<file path="config.mk">
export PLATFORM = sky130hd
export DESIGN_NAME = cpu_sequencer
export DESIGN_NICKNAME = d
export VERILOG_FILES = /design/src/rtl/cpu_sequencer.sv
export SDC_FILE = /design/constraint.sdc
export NUM_CORES = 1
export LEC_CHECK = 0
export BUFFER_PORTS_ARGS = -buffer_cell sky130_fd_sc_hd__buf_4
export CAP_MARGIN = 20
export CORE_MARGIN = 4
export CORE_UTILIZATION = 49
export DETAILED_ROUTE_END_ITERATION = 16
export GPL_TIMING_DRIVEN = 1
export PLACE_DENSITY = 0.77
export SLEW_MARGIN = 20
export SYNTH_ARGS = -nofsm -noshare
export SYNTH_HDL_FRONTEND = slang
export SYNTH_SLANG_ARGS = --single-unit
</file>
<file path="constraint.sdc">
create_clock -name clk -period 2.56 [get_ports clk]
set_clock_uncertainty 0.05 [all_clocks]
set_input_delay 0.384 -clock clk [delete_from_list [all_inputs] [get_ports clk]]
set_output_delay 0.384 -clock clk [all_outputs]
set_load 0.02 [all_outputs]
</file>
<file path="src/rtl/cpu_sequencer.sv">
// cpu_sequencer: multi-cycle FETCH/DECODE/EXEC/MEM/WB sequencer for the WF8 core.
// It also runs a watchdog on memory waits that traps the core in FAULT.
module cpu_sequencer #(
  parameter int MEM_TIMEOUT = 15,
  parameter int TMO_W       = 8
) (
  input  logic       clk,
  input  logic       rst_n,
  input  logic       run,
  input  logic       halt_req,
  input  logic       imem_ack,
  input  logic       dmem_ack,
  input  logic       dec_reg_wr,
  input  logic       dec_mem_wr,
  input  logic       dec_mem_rd,
  input  logic       dec_pc_wr,
  input  logic       branch_taken,
  output logic       imem_req,
  output logic       dmem_req,
  output logic       dmem_we,
  output logic       ir_load,
  output logic       pc_inc,
  output logic       pc_load,
  output logic       alu_lat,
  output logic       reg_wr,
  output logic       busy,
  output logic       fault,
  output logic [2:0] state
);
  typedef enum logic [2:0] {
    IDLE   = 3'd0,
    FETCH  = 3'd1,
    DECODE = 3'd2,
    EXEC   = 3'd3,
    MEM    = 3'd4,
    WB     = 3'd5,
    FAULT  = 3'd7
  } state_e;
  state_e           state_q, state_d;
  logic [TMO_W-1:0] cnt_q, cnt_d;
  logic             timeout;
  assign timeout = cnt_q == TMO_W'(MEM_TIMEOUT);
  // The wait counter is cleared on every transition into a request state.
  always_comb begin
    state_d = state_q;
    cnt_d   = cnt_q;
    case (state_q)
      IDLE: if (run) begin
        state_d = FETCH;
        cnt_d   = '0;
      end
      FETCH: begin
        if (imem_ack) state_d = DECODE;
        else if (timeout) state_d = FAULT;
        else cnt_d = cnt_q + TMO_W'(1);
      end
      DECODE: state_d = EXEC;
      EXEC: begin
        state_d = (dec_mem_rd || dec_mem_wr) ? MEM : WB;
        cnt_d   = '0;
      end
      MEM: begin
        if (dmem_ack) state_d = WB;
        else if (timeout) state_d = FAULT;
        else cnt_d = cnt_q + TMO_W'(1);
      end
      WB: begin
        state_d = (halt_req || !run) ? IDLE : FETCH;
        cnt_d   = '0;
      end
      FAULT: state_d = FAULT;
      default: state_d = IDLE;
    endcase
  end
  always_ff @(posedge clk or negedge rst_n) begin
    if (!rst_n) begin
      state_q <= IDLE;
      cnt_q   <= '0;
    end else begin
      state_q <= state_d;
      cnt_q   <= cnt_d;
    end
  end
  // Strobes are decoded from the registered state so each fires in exactly one phase.
  assign imem_req = state_q == FETCH;
  assign ir_load  = imem_req && imem_ack;
  assign pc_inc   = imem_req && imem_ack;
  assign dmem_req = state_q == MEM;
  assign dmem_we  = dmem_req && dec_mem_wr;
  assign alu_lat  = state_q == EXEC;
  assign pc_load  = alu_lat && dec_pc_wr && branch_taken;
  assign reg_wr   = state_q == WB && dec_reg_wr;
  assign fault    = state_q == FAULT;
  assign busy     = state_q != IDLE && state_q != FAULT;
  assign state    = state_q;
endmodule

</file>
Word level (Yosys, flattened, before mapping) --
Index checks and enable logic that the tools add are counted.
Storage, ports and cells: memories kept 0, bits in read-only memories 0, logic and storage cells 40, register bits 11, bits in writable memories 0, bits in latches 0
Operators by class: $mul 0, reduce and logical (&&, ||, !) cells 14, shift operators 0, bitwise operators 0, magnitude comparators 0, div/mod/pow operators 0, mux-type cells 12, equality and inequality tests 11, $add $sub $neg 1
Operator list (count):
- $mux W8 | 4
- $pmux W8 S4 | 1
- $pmux W3 S7 | 1
- $mux W3 | 4
- $eq A3 B3 Y1 const B | 3
- $add A8 B1 Y8 const B | 1
- $eq A8 B4 Y1 const B | 1
- $eq A3 B2 Y1 const B | 2
- $logic_and A1 B1 Y1 | 6
- $ne A2 B2 Y1 const B | 3
- $reduce_and A4 Y1 | 1
- $reduce_bool A4 Y1 | 1
- $eq A3 B1 Y1 const B | 1
- $logic_not A3 Y1 | 1
- $ne A3 B3 Y1 const B | 1
- $reduce_bool A3 Y1 | 1
- $logic_or A1 B1 Y1 | 2
- $mux W1 | 2
- $reduce_or A2 Y1 | 1
- $logic_not A1 Y1 | 1

Logic depth before layout (Yosys ltp) --
Gate-level depths: netlist of run 1.
depth in word-level cells 4, mapped depth 6

Least setup slack after synthesis of run 1 --
No wires, ideal clock.
path type register to output, from register state_q[2], in the netlist state[2], to output port pc_inc, path buffers 2, cell stages (with the launch flop) 4, slack 0.397 ns, arrival 1.729 ns, path through dfrtp_1 buf_6 nor4bb_1 buf_4
On the way: longest elaborated chain between the ends 2
RTL lines:
- start, declared | RTL line 39 | state_e state_q, state_d;
- start signal, assigned | RTL line 80 | state_q <= state_d;
- $eq A3 B1 Y1 | RTL line 85 | assign imem_req = state_q == FETCH;
- $logic_and A1 B1 Y1
- end, declared | RTL line 22 | output logic pc_inc,
No other way between the ends.

Worst setup path in the final report of run 1 --
from register state_q[0], in the netlist state[0], to output port ir_load
On the way: longest elaborated chain between the ends 2
RTL lines:
- $eq A3 B1 Y1 | RTL line 85
- $logic_and A1 B1 Y1 | RTL line 86 | assign ir_load = imem_req && imem_ack;
- end, declared | RTL line 21 | output logic ir_load,
No other way between the ends.

==> impl_metrics.py, run 1 <==
metrics = {
    "detailed_routing": {
        "vias_per_cell": 6.13,
        "ant_nets": 0,
        "drt-initial-drc-count": 15,
        "post_drt_wl_per_cell_um": 14.2,
        "drc": 0,
        "wl_met3_um": 149,
        "top_layer": "met4",
        "drt_wl_total_um": 1890,
        "wl_met1_um": 889,
        "firstDrtPassIters": 6,
        "vias": 815,
        "wl_met2_um": 832,
    },
    "final_layout": {
        "area_delta_synth_final_pct": 23.6,
        "final_nets": 130,
        "drive_above_1_share_pct": 23.9,
        "regArea_um2": 275,
        "postLayoutCoreUtil_pct": 64.9,
        "multi_input_area_um2": 474,
        "n_fill_cell": 136,
        "antennaDiodeCount": 0,
        "stdcell_area_um2": 990,
    },
    "placement": {
        "port-buffer-count": 23,
        "gp_congestion": 0.899,
        "dpl_worst_slack_ps": 636,
        "hpwl_um": 1390,
        "placed_cell_area_um2": 953,
    },
    "clocking": {
        "cts_tree": "built",
        "clock_latency_ps": 270,
        "htree_levels": 1,
        "cts_num_sinks": 11,
        "cts_setup_buffers": 0,
        "cts_buffers": 3,
        "clock-root-buffer": "clkbuf_4",
        "path_clk_slew_ps": 70,
        "clk_path_buf_depth": 2,
    },
    "critical_path": {
        "rr_worst_depth": 4,
        "r2r_slack_ps": 620,
        "crit_type": "flip-flop to primary output",
        "r2r-start": "state[0]$_DFFE_PN0P_",
        "end_kind": "primary output",
        "start_kind": "flip-flop",
        "critPathRequiredTime_ps": 2130,
        "crit_start": "state[0]$_DFFE_PN0P_",
        "crit_fanout": 16,
        "cp.arrival_ps": 1620,
    },
    "power_and_ir_drop": {
        "peakVddDrop_mv": 0.681,
        "p_leak_nw": 0.479,
        "powerDensity_nw_per_um2": 1070,
        "finalPower_w": 0.00106,
    },
    "synthesis": {
        "synth_edf_count": 0,
        "async_flop_share_pct": 100,
        "synth.yosys.seq_area_share_pct": 34.4,
        "synth_flop_cell": "dfrtp_1",
        "ys_warn_count": 0,
        "synth_nets": 108,
        "netlist_instances": 96,
        "syn_area_um2": 801,
        "synth_cell_types": 37,
        "synth.avg_cell_area_um2": 8.34,
        "ys_seq_elements": 11,
    },
    "hold_path": {
        "min-delay-start": "dmem_ack",
        "hold_path_class": "input pin to flip-flop",
        "hold_path_depth": 3,
    },
    "die": {
        "die_h_um": 48.4,
        "io_pins": 24,
        "dieArea_um2": 2340,
        "std_cell_rows": 14,
        "design.core.area_um2": 1520,
        "die_w_um": 48.4,
        "start_util_pct": 52.5,
    },
    "grt": {
        "grt_pass1_wl_um": 3310,
        "grt_overflow": 0,
        "antenna_found_initial": 0,
        "grt_start_max_net_pins": 21,
        "grt.total_usage_pct": 17.3,
        "grt_pass1_vias": 736,
    },
    "sta": {
        "drv_slew": 0,
        "slew_headroom_pct": 65.6,
        "period_needed_ps": 2050,
        "fin_crit_sh_pct": 80.1,
        "setup_viol": 0,
        "timing_hold_violations_final": 0,
        "layout_setup_ws_ps": 508,
        "tightest_slew_ps": 516,
        "rsz0062_at_grt": "false",
        "fmax_mhz": 487,
        "final.setup.tns_ps": 0,
    },
    "outcome": {
        "run_status": "completed",
    },
    "job": {
        "max_cap_violations": 0,
    },
}
## sequential cells by signal (all words and copies together) (netlist names)
register,cells
state,3
cnt_q,8
## synthesized netlist by cell type (all sizes together), types with 2 or more instances
cell type	count	area share [%]
dfrtp	11	34
nor2	9	4.2
nor3	7	4.4
o21ai	6	3.8
a21oi	5	3.1
and3	5	3.9
a211o	4	4.4
buf	4	3.6
nor2b	4	3.1
a31oi	3	2.3
clkbuf	3	1.4
inv	3	1.4
nand2	3	1.4
nand3	3	1.9
a21o	2	1.9
and2	2	1.6
nor3b	2	1.9
o21bai	2	1.9
o41ai	2	2.2
## cell usage in the layout, fill, tap and decap left out, types with 4 or more instances in the layout
| master | count |
|---|---|
| nor2_1 | 9 |
| buf_4 | 23 |
| a211o_1 | 4 |
| and3_1 | 5 |
| nor3_1 | 7 |
| a21oi_1 | 5 |
| nor2b_1 | 4 |
| dfrtp_1 | 11 |
| o21ai_0 | 6 |
## power breakdown
group / switching, W / leakage (nW) / internal [W]
combinational: 0.000326 / 0.318 / 0.000276
sequential: 0.000119 / 0.146 / 0.000216
clock: 0.0000591 / 0.0150 / 0.0000604
total: 0.000504 / 0.479 / 0.000553
## layer usage
metal / track usage, % / vias to the layer above
li1: - / 410
met4: 7.83 / 0
met1: 25.3 / 369
met2: 22.4 / 32
met3: 5.83 / 4
met5: 0 / -
## worst max-delay path, cell delays in order, from the launching register on
cell and delay (ps):
dfrtp_1 610, nor4bb_1 510, buf_4 230
## logic make-up after synthesis
| family | share of synthesized area (%) |
|---|---|
| AND/OR/NAND/NOR | 28.0 |
| AO/OA/AOI/OAI | 27.2 |
| flip-flops | 34.4 |
| buffers and inverters | 6.41 |
| XOR/XNOR | 1.09 |
| multiplexers | 1.41 |
| adder cells (fa/ha/maj) | 1.56 |
## final timing paths
| path | endpoint |
|---|---|
| worst max register to register | cnt_q[3]$_DFFE_PN0P_ |
| worst min-delay path | state[1]$_DFFE_PN0P_ |
| max in group asynchronous | state[0]$_DFFE_PN0P_ |
| worst min register to register | cnt_q[3]$_DFFE_PN0P_ |
| worst max-delay path | ir_load |
| min in group asynchronous | cnt_q[7]$_DFFE_PN0P_ |
## final cells by class
cell class / count / area share [%]
inverters: 3 / 1.14
flip-flops and latches: 11 / 27.8
clock buffers: 4 / 2.65
well taps: 16 / 2.02
multi-input cells: 75 / 47.9
repair buffers: 24 / 18.5
## stage by stage
stage,hold slack [ps],std cells
floorplan,38.4,96
global placement,173,128
detailed placement,175,128
CTS,397,133
global route,405,133
finish,397,133
## timing repair
item | 4_1_cts | 5_1_grt
hold endpoints to repair | 11 | 0
resized for setup | 0 | 0
hold buffers | 1 | 0
Power figures use the tool's default switching activity.
==> inputs of run 2 (changes only) <==
--- a/config.mk
+++ b/config.mk
@@ -5,10 +5,11 @@
 export SDC_FILE = /design/constraint.sdc
 export NUM_CORES = 1
 export LEC_CHECK = 0
+export ABC_AREA = 1
 export BUFFER_PORTS_ARGS = -buffer_cell sky130_fd_sc_hd__buf_4
 export CAP_MARGIN = 20
 export CORE_MARGIN = 4
-export CORE_UTILIZATION = 49
+export CORE_UTILIZATION = 50
 export DETAILED_ROUTE_END_ITERATION = 16
 export GPL_TIMING_DRIVEN = 1
 export PLACE_DENSITY = 0.77
==> constraint.sdc (replaced) <==
create_clock -name clk -period 2.1 [get_ports clk]
set_clock_uncertainty 0.05 [all_clocks]
set_input_delay 0.315 -clock clk [delete_from_list [all_inputs] [get_ports clk]]
set_output_delay 0.315 -clock clk [all_outputs]
set_load 0.02 [all_outputs]
==> impl_metrics.py, run 2 <==
metrics = {
    "outcome": {
        "run_status": "completed",
    },
    "clocking": {
        "clk_path_buf_depth": 2,
        "htree_levels": 1,
        "cts_buffers": 3,
        "cts_tree": "built",
        "cts_num_sinks": 11,
        "path_clk_slew_ps": 80,
        "clock_latency_ps": 280,
        "cts_resized": 0,
        "clock-root-buffer": "clkbuf_4",
        "cts_hold_buffers": 1,
        "cts_setup_buffers": 0,
    },
    "synthesis": {
        "synth_nets": 143,
        "async_flop_share_pct": 100,
        "ys_warn_count": 0,
        "netlist_instances": 131,
        "synth_flop_cell": "dfrtp_1",
        "ys_top_cells_by_count": "nand2_1, nor2_1, inv_1, nand3_1, dfrtp_1",
        "synth_area_leaders": "dfrtp_1, nand2_1, nor2_1, nand3_1, inv_1",
        "synth.avg_cell_area_um2": 6.58,
        "synth_cell_types": 22,
        "ys_seq_elements": 11,
        "netlist.area_leader.share_pct": 31.9,
        "syn_area_um2": 862,
        "synth.most_common_cell": "nand2_1",
        "yosysTopAreaCell": "dfrtp_1",
        "synth_edf_count": 0,
        "synth.yosys.seq_area_share_pct": 31.9,
    },
    "grt": {
        "grtUsageMet1_pct": 24.8,
        "antenna_found_initial": 0,
        "grt.total_usage_pct": 18.3,
        "grt_pass1_vias": 784,
        "globalRouteMet2Util_pct": 28.4,
        "grt_start_max_net_pins": 12,
        "grt_pass1_wl_um": 3480,
        "grt_overflow": 0,
        "grt_busiest_layer": "met2",
        "grtUsageMet3_pct": 5.72,
    },
    "sta": {
        "setup_viol": 0,
        "period_needed_ps": 1830,
        "drv_slew": 0,
        "rsz0062_at_grt": "false",
        "layout_setup_ws_ps": 272,
        "fmax_mhz": 547,
        "slew_headroom_pct": 79.6,
        "tightest_slew_ps": 305,
        "final.setup.tns_ps": 0,
        "fin_crit_sh_pct": 87.0,
        "timing_hold_violations_final": 0,
    },
    "placement": {
        "dpl_worst_slack_ps": 621,
        "hpwl_um": 1630,
        "port-buffer-count": 23,
        "gp_congestion": 0.810,
    },
    "critical_path": {
        "critPathBufInv": 2,
        "cp_cell_sequence": "inv_2, nand3_2, nor2_1, buf_4",
        "r2r_slack_ps": 600,
        "rr_worst_depth": 7,
        "crit_type": "flip-flop to primary output",
        "cp_top_family": "flip-flops",
        "r2r-end": "cnt_q[5]$_DFFE_PN0P_",
        "crit_fanout": 8,
        "crit_start": "state[2]$_DFFE_PN0P_",
        "end_kind": "primary output",
        "critPathRequiredTime_ps": 1740,
        "max_stage_delay_ps": 490,
        "cp.depth": 4,
        "r2r-start": "cnt_q[0]$_DFFE_PN0P_",
        "start_kind": "flip-flop",
        "cp.arrival_ps": 1460,
        "slowest_stage": "dfrtp_1",
    },
    "final_layout": {
        "antennaDiodeCount": 0,
        "mostFrequentLayoutCells": "nand2_1, buf_4, nor2_1",
        "drive_above_1_share_pct": 27.2,
        "largest_reg_flops": 8,
        "final_nets": 171,
        "area_delta_synth_final_pct": 25.7,
        "largest_register": "cnt_q",
        "mostFrequentLayoutCell": "nand2_1",
    },
    "detailed_routing": {
        "vias_per_cell": 5.24,
        "drt_wl_total_um": 2060,
        "post_drt_wl_per_cell_um": 11.9,
        "drc": 0,
        "ant_nets": 0,
        "firstDrtPassIters": 4,
        "drt-initial-drc-count": 33,
        "vias": 911,
    },
    "hold_path": {
        "min-delay-start": "imem_ack",
        "hold_path_depth": 3,
        "hold_path_class": "input pin to flip-flop",
        "min_to": "state[1]$_DFFE_PN0P_",
    },
    "power_and_ir_drop": {
        "p_leak_nw": 0.586,
        "powerDensity_nw_per_um2": 358,
        "peakVddDrop_mv": 0.280,
    },
    "die": {
        "start_util_pct": 55.3,
        "io_pins": 24,
        "die_h_um": 49.5,
        "dieArea_um2": 2450,
        "std_cell_rows": 14,
        "design.core.area_um2": 1560,
        "die_w_um": 49.5,
    },
    "job": {
        "max_cap_violations": 0,
    },
}
==> run 2: per-layer routing <==
layer  part of all wire, %  vias to the layer above
met4                  0.63                        0
li1                      -                      466
met3                   5.3                        2
met1                    44                      416
met5                     0                        -
met2                    50                       27
==> run 2: worst max-delay path by stage <==
stage / to / slack (ps)
after global placement: pc_load / 630
after floorplan: pc_load / 350
after CTS: ir_load / 310
final: ir_load / 270
after global routing: ir_load / 180
after detailed placement: ir_load / 620
==> run 2: cells by family after synthesis <==
group / synth area share, %
compound gates: 6.39
xor+xnor: 3.05
fa+ha+maj: 1.45
buf+inv: 7.40
flops: 31.9
simple gates: 49.8
==> run 2: area by class of cell <==
class                   count  area [um2]
multi-input cells         104         523
fillers                   134         475
flip-flops and latches     11         275
repair buffers             24         183
inverters                  15        56.3
clock buffers               4        26.3
well taps                  16        20.0
==> run 2: worst min-delay path, stage by stage <==
cell,delay (ps)
buf_4,110
nand2_2,60
nand3_1,80
==> run 2: stage by stage <==
stage	util [%]	area, um2	std cells	power, W	hold slack [ps]
after detailed placement	67.2	1050	169	0.000238	106
after CTS	69.5	1080	174	0.000389	271
after global routing	69.5	1080	174	0.000407	270
after global placement	67.2	1050	169	0.000237	103
after floorplan	-	862	131	0.000218	-30.6
final	69.5	1080	174	0.000387	272
==> run 2: where the power goes <==
part	total, W	switching, W	internal [W]
registers	0.000212	0	0.000212
logic	0.0000232	0.00000917	0.0000141
clock network	0.000153	0.0000790	0.0000736
